`src/rtl/demux_pkg.sv`:
```
// Shared sizing and FSM encoding for the 1-to-32 serial-bit demux collector.
package demux_pkg;
  localparam int WIDTH = 32;
  localparam int SEL_W = $clog2(WIDTH);

  typedef enum logic {
    COLLECT = 1'b0,
    HOLD    = 1'b1
  } state_t;
endpackage

```
`src/rtl/decoder5to32.sv`:
```
// Lane-select decoder: one-hot lane strobe for an accepted bit; out-of-range selects decode to nothing.
module decoder5to32
  import demux_pkg::*;
(
  input  logic             en,
  input  logic [SEL_W-1:0] sel,
  output logic [WIDTH-1:0] onehot
);
  always_comb begin
    onehot = '0;
    if (en && (int'(sel) < WIDTH)) onehot[sel] = 1'b1;
  end
endmodule

```
`src/rtl/demux1to32_collector.sv`:
```
// Routes serial bits into a 32-lane word and emits it on valid/ready when full or flushed.
// Optional build macro DEMUX_DUP_ERR_EN adds the dup_err duplicate-write pulse output.
//
// Handshakes: a transfer happens on a cycle where valid and ready are both high at posedge clk;
// in_ready depends only on state (never on in_valid), and out_valid/out_word/out_mask stay
// stable until out_ready is seen high.
module demux1to32_collector
  import demux_pkg::*;
(
  input  logic             clk,
  input  logic             reset,
  input  logic             in_valid,
  output logic             in_ready,
  input  logic             in_bit,
  input  logic [SEL_W-1:0] in_sel,
  input  logic             flush,
  output logic             out_valid,
  input  logic             out_ready,
  output logic [WIDTH-1:0] out_word,
  output logic [WIDTH-1:0] out_mask,
  output logic [SEL_W:0]   lane_count,
`ifdef DEMUX_DUP_ERR_EN
  output logic             dup_err,
`endif
  output state_t           fsm_state
);
  state_t           state, state_next;
  logic [WIDTH-1:0] data, data_next;
  logic [WIDTH-1:0] mask, mask_next;
  logic [SEL_W:0]   count, count_next;
  logic             accept;
  logic [WIDTH-1:0] lane_hit;
  logic             new_lane;
  logic             dup_hit;

  assign in_ready = (state == COLLECT);
  assign accept   = in_valid & in_ready;

  decoder5to32 u_dec (
    .en     (accept),
    .sel    (in_sel),
    .onehot (lane_hit)
  );

  assign new_lane = |(lane_hit & ~mask);
  assign dup_hit  = |(lane_hit & mask);

  always_comb begin
    state_next = state;
    data_next  = data;
    mask_next  = mask;
    count_next = count;
    case (state)
      COLLECT: begin
        // Accept is folded in first so flush and completion see the post-update mask.
        data_next  = (data & ~lane_hit) | (lane_hit & {WIDTH{in_bit}});
        mask_next  = mask | lane_hit;
        count_next = count + (SEL_W + 1)'(new_lane);
        if ((&mask_next) || (flush && (|mask_next))) state_next = HOLD;
      end
      HOLD: begin
        if (out_ready) begin
          data_next  = '0;
          mask_next  = '0;
          count_next = '0;
          state_next = COLLECT;
        end
      end
      default: state_next = COLLECT;
    endcase
  end

  always_ff @(posedge clk) begin
    if (reset) begin
      state <= COLLECT;
      data  <= '0;
      mask  <= '0;
      count <= '0;
    end else begin
      state <= state_next;
      data  <= data_next;
      mask  <= mask_next;
      count <= count_next;
    end
  end

`ifdef DEMUX_DUP_ERR_EN
  always_ff @(posedge clk) begin
    if (reset) dup_err <= 1'b0;
    else       dup_err <= dup_hit;
  end
`else
  logic unused_dup;
  assign unused_dup = dup_hit;
`endif

  assign out_valid  = (state == HOLD);
  assign out_word   = data;
  assign out_mask   = mask;
  assign lane_count = count;
  assign fsm_state  = state;
endmodule

```
`config.mk`:
```
export PLATFORM = sky130hd
export DESIGN_NAME = demux1to32_collector
export DESIGN_NICKNAME = d
export VERILOG_FILES = /design/src/rtl/demux_pkg.sv /design/src/rtl/decoder5to32.sv /design/src/rtl/demux1to32_collector.sv
export SDC_FILE = /design/constraint.sdc
export NUM_CORES = 1
export LEC_CHECK = 0
export ABC_AREA = 1
export CAP_MARGIN = 15
export CORE_MARGIN = 3
export CORE_UTILIZATION = 38
export DETAILED_ROUTE_END_ITERATION = 7
export GPL_TIMING_DRIVEN = 0
export SYNTH_ARGS = -nofsm -noshare
export SYNTH_HDL_FRONTEND = slang
export SYNTH_SLANG_ARGS = --single-unit
```
`constraint.sdc`:
```
create_clock -name clk -period 3.1 [get_ports clk]
set_input_delay 0.93 -clock clk [delete_from_list [all_inputs] [get_ports clk]]
set_output_delay 0.93 -clock clk [all_outputs]
set_load 0.01 [all_outputs]
```
==> key figures, run 1 <==
Power and ir drop
  • VDD IR max: 199.1 uV
  • Pwr/cell area: 405.0 nW/um^2
  • Leak pwr: 1.887 nW

Clock network
  • # H-tree levels: 3
  • Clock buffer depth: 2
  • Clock sink total: 71
  • Clock Tree Root: clkbuf_8
  • Postcts setup bufs: 0
  • CTS clk-pin slew, worst paths: 0.07 ns
  • CTS Hold Buffers Added: 0
  • Clock latency on the worst-skew pair: 0.34 ns
  • TritonCTS buffer count: 9
  • CTS tree: built

GRT
  • Total track usage: 21.53%
  • Overflow after GRT: 0
  • Global-route wire length before repair: 16,900 um
  • Initial antenna violation count: 0
  • Vias in the first global route: 3,359
  • Pin count of the biggest net entering global routing: 11

Yosys
  • Netlist Area Pre-Place: 3351 sq um
  • Mean post-synth cell area: 6.880 sq um
  • Gate Count Post-Synth: 487
  • Post-synth cell types: 22
  • #FFs+latches synth: 71
  • Sequential element share of the synthesized area: 42.42%
  • Synth warn: 0
  • Synth Flop Type: dfxtp_1
  • Syn Nets: 500
  • FFs w/ async S/R, synth: 0%
  • EDFF count, synth: 0

Place
  • Gpl congestion: 0.8328
  • Inst Count DP: 675
  • IO buf count: 83
  • Post-DP HPWL: 7771 um

Cells and area
  • P&R area growth vs syn: 38.69%
  • Post-Route Utilization: 55.44%
  • Diode count: 0
  • Finished Layout Cells: 688
  • Nets@finish: 594
  • Share of layout cells above drive strength 1: 11.15%

STA
  • Slew margin rel.: 59.81%
  • Final Hold Fails: 0
  • FMAX: 352.2 MHz
  • Setup violators final: 0
  • Tmin final: 2.839 ns
  • Max Slew Vio Count: 0
  • Worst-margin pin slew: 0.6028 ns
  • Unrepaired setup endpoints after global routing: no
  • Final Skew: 0.006674 ns
  • Fin crit share: 91.59%

Status
  • Run status: finished, final reports clean

Die
  • Die Height: 99.90 um
  • IO Pins: 84
  • FP Rows: 33
  • Initial Util: 39.98%
  • Core ar.: 8382 sq um
  • Die width: 99.90 um
  • Die area: 9980 sq um

Run
  • Max cap viols: 0

Routing
  • Post-route DRC: 0
  • Pre-antenna DRT Iters: 4
  • Avg WL per Cell: 15.22 um
  • Routed vias: 3,523
  • ANT nets after route: 0
  • Final WL: 10,470 um
  • Drt via density: 5.121
  • DRT iter0 DRCs: 166

Hold path
  • Hold Crit Depth: 2
  • Hold WC Path Type: flip-flop to flip-flop

Setup path
  • WP data required: 3.36 ns
  • Critical Path End Type: flip-flop
  • Worst r2r path cells: 13
  • Type of the worst setup path: input port to flip-flop
  • CP arrival: 3.10 ns
  • Max FO, Critical Path: 8
  • Critical Path Source Type: input port
## placed cells by master (no fill, tap or decap), drive strengths merged
| cell type | instances |
|---|---|
| nand2 | 146 |
| nor2 | 88 |
| clkdlybuf4s50 | 77 |
| dfxtp | 71 |
| inv | 43 |
| a21oi | 39 |
| a211oi | 33 |
| o21ai | 26 |
| clkbuf | 25 |
| o22ai | 15 |
| dlymetal6s2s | 4 |
| buf | 3 |
| nand3 | 2 |
| ha | 2 |
| clkinv | 2 |
| nor4 | 2 |
| nand4 | 1 |
| nand3b | 1 |
| nor3 | 1 |
| a31o | 1 |
| dlygate4sd2 | 1 |
## power by group
group          switching (mW)  total [mW]  internal, mW
clock network           0.328       0.624         0.297
logic                   0.200       0.312         0.111
registers              0.0164       0.946         0.930
## flip-flops by register name (all words and copies together), names as in the netlist
name        flops
out_mask       32
out_word       32
lane_count      6
fsm_state       1
## logic make-up (layout without fill, tap and decap cells)
kind of cell	after synthesis	count (layout)	synth area share, %
DFF	71	71	42.42
buffers and inverters	59	155	6.796
adders and majority gates	2	2	0.7467
AOI/OAI and AO/OA	114	114	20.16
and+or+nand+nor	241	241	29.87
## synthesized netlist by cell type (2+ instances only)
cell type	n	area, sq um
clkbuf_1	13	48.80
o22ai_1	15	93.84
inv_1	41	153.9
nand2_1	145	544.3
a21oi_1	39	195.2
nand3_1	2	10.01
nor2_8	4	80.08
dfxtp_1	71	1421
nor2_1	84	315.3
o21ai_0	26	130.1
ha_1	2	25.02
buf_1	2	7.510
nor4_1	2	12.51
a211oi_1	33	247.7
## what timing repair did
action                                 CTS  global route
setup endpoints to repair                1             5
endpoints found under the hold margin    0             0
gates resized for setup                  9            52
pin swaps                                1             7
gates cloned                             0             0
## metal layers
layer | routed length [um] | global-route usage (%) | vias to the layer above
li1 | - | - | 1794
met4 | 127 | 6.723 | 0
met2 | 4935 | 34.89 | 105
met3 | 624 | 3.753 | 12
met1 | 4787 | 29.22 | 1612
met5 | 0 | 0 | -
## through the flow
stage / hold slack (ns) / power (mW) / area (sq um) / setup TNS (ns) / worst slack, ns
floorplan: 0.4938 / 1.139 / 3351 / 0 / 0.5184
global placement: 0.4597 / 1.259 / 4313 / -1.669 / -0.4631
detailed placement: 0.4602 / 1.261 / 4313 / -1.759 / -0.4840
CTS: 0.4756 / 1.883 / 4482 / 0 / 0.01208
global route: 0.5001 / 1.971 / 4647 / 0 / 0.05842
finish: 0.4743 / 1.882 / 4647 / 0 / 0.2606
## cell type report
cell class	instances	area (sq um)
clock inverters	2	10.01
clock buffers	11	141.4
well taps	105	131.4
repair buffers	83	834.6
inverters	43	163.9
fillers	834	3735
flip-flops and latches	71	1421
plain buffers	16	63.81
multi-input cells	357	1881
## worst paths after layout
check | end | slack [ns] | startpoint
setup / recovery | lane_count[4]$_SDFFE_PP0P_ | 0.26 | in_valid
setup reg to reg | lane_count[4]$_SDFFE_PP0P_ | 0.67 | fsm_state$_SDFF_PP0_
hold reg to reg | out_word[23]$_SDFFE_PP0P_ | 0.47 | out_word[23]$_SDFFE_PP0P_
hold / removal | out_word[23]$_SDFFE_PP0P_ | 0.47 | out_word[23]$_SDFFE_PP0P_
## worst max-delay path, cell delays in order
cell	delay, ns
dlygate4sd2_1	0.32
nand2_8	0.14
nor2_8	0.23
nand2_1	0.16
o22ai_1	0.28
nor4_1	0.10
nand3b_1	0.13
ha_1	0.18
ha_1	0.16
nand3_1	0.11
nor2_1	0.13
a21oi_1	0.05
a211oi_1	0.16
Note: power is estimated with default switching activity, not from simulation.
==> inputs of run 2 (changes only) <==
Settings changed: DONT_BUFFER_PORTS set to 1, RECOVER_POWER set to 50.
==> key figures, run 2 (synthesis gave the netlist of run 1 again) <==
Status
  • Run status: finished, final reports clean

Power and ir drop
  • Total Power: 1.800 mW
  • Sw Pwr: 529.3 uW
  • Switching share of power: 29.40%
  • VDD IR max: 258.1 uV
  • Logic pwr share: 12.5%
  • Clk pwr share: 34.3%
  • Leak pwr: 1.488 nW
  • Internal power: 1.271 mW
  • Reg power frac: 53.2%
  • Pwr/cell area: 495.3 nW/um^2

GRT
  • Initial antenna violation count: 0
  • Global-route wire length before repair: 15,660 um
  • Pin count of the biggest net entering global routing: 12
  • Total track usage: 20.34%
  • Overflow after GRT: 0
  • Vias in the first global route: 2,995

Die
  • Initial Util: 39.98%
  • IO Pins: 84
  • Die area: 9980 sq um
  • Die Height: 99.90 um
  • Core ar.: 8382 sq um
  • FP Rows: 33
  • Die width: 99.90 um

Setup path
  • CP arrival: 2.86 ns
  • Critical-path top delay cell: nor2_1
  • CP top delay family: simple AND/OR/NAND/NOR gates
  • Crit-path most repeated cell: nor2_1
  • WP data required: 3.36 ns
  • Type of the worst setup path: input port to flip-flop
  • Critical Path End Type: flip-flop
  • Buffers plus inverters on the worst setup path: 1
  • Critical Path Source Type: input port
  • Crit-path cells: inv_1 > nand2_1 > nor2_1 > nand2_1 > o22ai_1 > nor2_1 > nand4_1 > nand3b_1 > ha_1 > ha_1 > nand3_1 > nor2_1 > a21oi_1 > a211oi_1
  • CP max stage delay: 0.27 ns
  • Max FO, Critical Path: 5

STA
  • Tmin final: 2.604 ns
  • Final Hold Fails: 0
  • Slew margin rel.: 63.12%
  • Max Slew Vio Count: 0
  • Final Skew: 0.01380 ns
  • Setup violators final: 0
  • Worst-margin pin slew: 0.5511 ns
  • Hold WS: 0.5190 ns
  • TNS Setup: 0 ns
  • FMAX: 384.1 MHz
  • Fin crit share: 83.99%
  • Unrepaired setup endpoints after global routing: no

Clock network
  • CTS-repair resized insts: 0
  • Postcts setup bufs: 0
  • # H-tree levels: 3
  • Clock latency on the worst-skew pair: 0.35 ns
  • Clock sink total: 71
  • Clock buffer depth: 2
  • TritonCTS buffer count: 9
  • CTS Hold Buffers Added: 0
  • CTS clk-pin slew, worst paths: 0.07 ns
  • CTS tree: built
  • Clock Tree Root: clkbuf_8

Cells and area
  • Post-Route Utilization: 43.36%
  • Final Instance Area: 3635 sq um
  • Nets@finish: 511
  • Share of layout cells above drive strength 1: 4.391%
  • Most frequent cells in the layout: 145 x nand2_1, 84 x nor2_1, 71 x dfxtp_1, 41 x inv_1, 39 x a21oi_1
  • Most common cell after layout, fill and taps aside: nand2_1
  • P&R area growth vs syn: 8.477%
  • Fillers: 880
  • Diode count: 0

Routing
  • DRT iter0 DRCs: 170
  • Pre-antenna DRT Iters: 6
  • Drt via density: 5.249
  • Routed vias: 3,181
  • Avg WL per Cell: 16.24 um
  • Post-route DRC: 0
  • DRT met1 WL: 4401 um
  • ANT nets after route: 0
  • Final WL: 9841 um
  • DR top layer: met4
  • Met2 WL: 4472 um
  • Routed length on met3: 804 um

Place
  • Gpl congestion: 0.8463
  • Placement Cell Area: 3482 sq um
  • Post-DP HPWL: 7379 um
  • IO buf count: 0

Run
  • Max cap viols: 0

Hold path
  • Hold WC Path Type: flip-flop to flip-flop
[run 2: worst paths after layout]
check / start / end / slack, ns / cells after the start
max: in_sel[3] / lane_count[4]$_SDFFE_PP0P_ / 0.50 / 14
min: out_word[18]$_SDFFE_PP0P_ / out_word[18]$_SDFFE_PP0P_ / 0.52 / 2
max reg2reg: fsm_state$_SDFF_PP0_ / lane_count[4]$_SDFFE_PP0P_ / 0.51 / 15
min reg2reg: out_word[18]$_SDFFE_PP0P_ / out_word[18]$_SDFFE_PP0P_ / 0.52 / 2
[run 2: power by group through the flow]
stage | Clock (mW) | Combinational, mW | Sequential (mW)
floorplan | 0 | 0.167 | 0.973
global placement | 0 | 0.221 | 0.978
detailed placement | 0 | 0.226 | 0.979
CTS | 0.637 | 0.227 | 0.957
global route | 0.667 | 0.254 | 0.959
finish | 0.618 | 0.225 | 0.957
[run 2: final cells by class]
type | count | area (sq um) | share of cell area, %
buffer | 16 | 63.81 | 1.756
clock buffer | 10 | 127.6 | 3.511
clock inverter | 4 | 25.02 | 0.6885
inverter | 43 | 163.9 | 4.509
multi-input combinational | 357 | 1702 | 46.82
sequential | 71 | 1421 | 39.10
tap | 105 | 131.4 | 3.614
[run 2: layer usage]
metal / vias up / global-route usage (%)
li1: 1625 / -
met1: 1449 / 25.53
met2: 94 / 31.76
met3: 13 / 7.297
met4: 0 / 8.193
met5: - / 0
[run 2: worst reg2reg max path, stage by stage (launching register included)]
cell      delay, ns
dfxtp_1        0.49
inv_4          0.13
nand2_8        0.15
nor2_8         0.08
nand2_1        0.13
inv_1          0.08
nand2_1        0.05
o21ai_0        0.14
nor4_1         0.31
nand3b_1       0.15
ha_1           0.22
ha_1           0.19
nand3_1        0.11
nor2_1         0.06
a21oi_1        0.12
a211oi_1       0.06
[run 2: metrics by stage]
| step | cells | setup WS [ns] |
|---|---|---|
| after global routing | 606 | 0.2101 |
| after CTS | 606 | 0.4954 |
| after floorplan | 487 | 0.5184 |
| after global placement | 592 | 0.1909 |
| final | 606 | 0.4963 |
| after detailed placement | 592 | 0.1452 |
==> inputs of run 3 (changes only) <==
Clock period 3.1 ns to 2.2 ns, I/O delays scaled along.
==> key figures, run 3 (synthesis gave the netlist of run 1 again) <==
Power and ir drop
  • Total Power: 2.957 mW
  • Pwr/cell area: 678.2 nW/um^2
  • VDD IR max: 323.8 uV
  • Leak pwr: 1.918 nW

Place
  • Placement Cell Area: 3522 sq um
  • IO buf count: 0
  • Gpl congestion: 0.8550
  • Post-DP HPWL: 7401 um

STA
  • Fin crit share: 100.5%
  • Unrepaired setup endpoints after global routing: yes
  • Final Hold Fails: 0
  • Setup violators final: 1
  • Tmin final: 2.211 ns
  • Final Skew: 0.004826 ns
  • FMAX: 452.3 MHz
  • Slew margin rel.: 58.33%
  • Worst-margin pin slew: 0.6250 ns
  • Slack of the critical path: -0.01093 ns
  • Max Slew Vio Count: 0

Setup path
  • R2r startpoint: fsm_state$_SDFF_PP0_
  • CP max stage delay: 0.42 ns
  • CP arrival: 2.48 ns
  • Crit-path cells: inv_8 > nand2_8 > nor2_8 > buf_4 > nand2_4 > o22ai_2 > nor2_2 > nand4_1 > nand3b_1 > ha_4 > ha_4 > nand3_4 > nor2_4 > a211oi_1
  • WP data required: 2.47 ns
  • Critical Path Start: fsm_state$_SDFF_PP0_
  • Critical-path top delay cell: dfxtp_4
  • Critical Path Source Type: flip-flop
  • Crit-path most repeated cell: ha_4
  • Type of the worst setup path: flip-flop to flip-flop
  • Max FO, Critical Path: 5
  • Critical Path End Type: flip-flop

Clock network
  • Clock sink total: 71
  • CTS clk-pin slew, worst paths: 0.07 ns
  • Clock Tree Root: clkbuf_8
  • CTS tree: built
  • TritonCTS buffer count: 9
  • # H-tree levels: 3
  • CTS Hold Buffers Added: 0
  • Clock buffer depth: 2
  • Clock latency on the worst-skew pair: 0.35 ns

Cells and area
  • P&R area growth vs syn: 30.13%
  • Nets@finish: 532
  • Area occupied by multi-input gates: 2165 sq um
  • Diode count: 0
  • Share of layout cells above drive strength 1: 21.76%
  • Register area: 1425 sq um
  • Most common cell after layout, fill and taps aside: nand2_1
  • Fillers: 789
  • Most frequent cells in the layout: 111 x nand2_1, 70 x nor2_1, 70 x dfxtp_1, 41 x inv_1, 38 x a21oi_1
  • Final Instance Area: 4360 sq um
  • Post-Route Utilization: 52.02%

Routing
  • Post-route DRC: 0
  • Final WL: 10,410 um
  • DRT iter0 DRCs: 163
  • Avg WL per Cell: 16.54 um
  • ANT nets after route: 0
  • Drt via density: 5.288
  • Pre-antenna DRT Iters: 5
  • Routed vias: 3,326

Die
  • Initial Util: 39.98%
  • Die Height: 99.90 um
  • Core ar.: 8382 sq um
  • IO Pins: 84
  • Die area: 9980 sq um
  • FP Rows: 33
  • Die width: 99.90 um

Hold path
  • HP Start: in_bit
  • Hold WC Path Type: input port to flip-flop

Run
  • Max cap viols: 0

Status
  • Failing checks: negative setup slack
  • Run status: complete, but fails checks

GRT
  • Pin count of the biggest net entering global routing: 12
  • Vias in the first global route: 3,013
  • Total track usage: 20.30%
  • Overflow after GRT: 0
  • Initial antenna violation count: 0
  • Global-route wire length before repair: 15,820 um
## run 3: cell types whose count changed in the layout (fill, tap and decap cells not counted), sizes merged
cell      change
buf          +21
bufinv        +2
clkbuf        +3
clkinv        -1
clkinvlp      -2
## run 3: worst paths after layout
check,to,slack [ns],depth (start not counted)
worst min register to register,out_word[19]$_SDFFE_PP0P_,0.52,2
worst min-delay path,out_word[29]$_SDFFE_PP0P_,0.48,2
worst max register to register,lane_count[4]$_SDFFE_PP0P_,-0.01,14
worst max-delay path,lane_count[4]$_SDFFE_PP0P_,-0.01,14
## run 3: worst max-delay path: cells and delay by family (launching register included)
| kind | cells | cell delay [ns] |
|---|---|---|
| compound gates | 2 | 0.27 |
| fa+ha+maj | 2 | 0.39 |
| buf+inv | 2 | 0.20 |
| flops | 1 | 0.42 |
| simple gates | 8 | 0.84 |
## run 3: repair_timing
item	in CTS	in global routing
setup endpoints to repair	6	22
pin swaps	18	16
buffers inserted	9	12
hold endpoints to repair	0	0
resized for setup	53	44
## run 3: layout make-up
cell class              instances  share of cell area, %
plain buffers                  16                  1.463
clock buffers                  13                  3.644
clock inverters                 3                  1.492
inverters                      43                  3.874
multi-input cells             357                  49.64
flip-flops and latches         71                  32.68
well taps                     105                  3.013
repair buffers                 21                  4.189
## run 3: stage by stage
| stage | setup WS (ns) | hold WS [ns] | instances | setup TNS [ns] |
|---|---|---|---|---|
| 2_1_floorplan | -0.01506 | 0.4938 | 487 | -0.01506 |
| 3_3_place_gp | -0.4111 | 0.5093 | 592 | -1.612 |
| 3_5_place_dp | -0.4289 | 0.5082 | 592 | -1.562 |
| 4_1_cts | -0.07465 | 0.4669 | 617 | -0.08804 |
| 5_1_grt | -0.1292 | 0.4835 | 629 | -0.4750 |
| 6_report | -0.01093 | 0.4760 | 629 | -0.01093 |
## run 3: layer usage
metal / wire length [um] / track usage, % / share of wire (%)
met4: 124 / 6.828 / 1.2
met3: 1060 / 8.339 / 10
met1: 4413 / 26.14 / 42
met5: 0 / 0 / 0
met2: 4806 / 30.79 / 46
## run 3: power by group
part	total (mW)	leakage, nW	switching, mW	internal (mW)
clock	1.19	0.114	0.495	0.700
sequential	1.36	0.574	0.0472	1.31
combinational	0.404	1.23	0.273	0.132
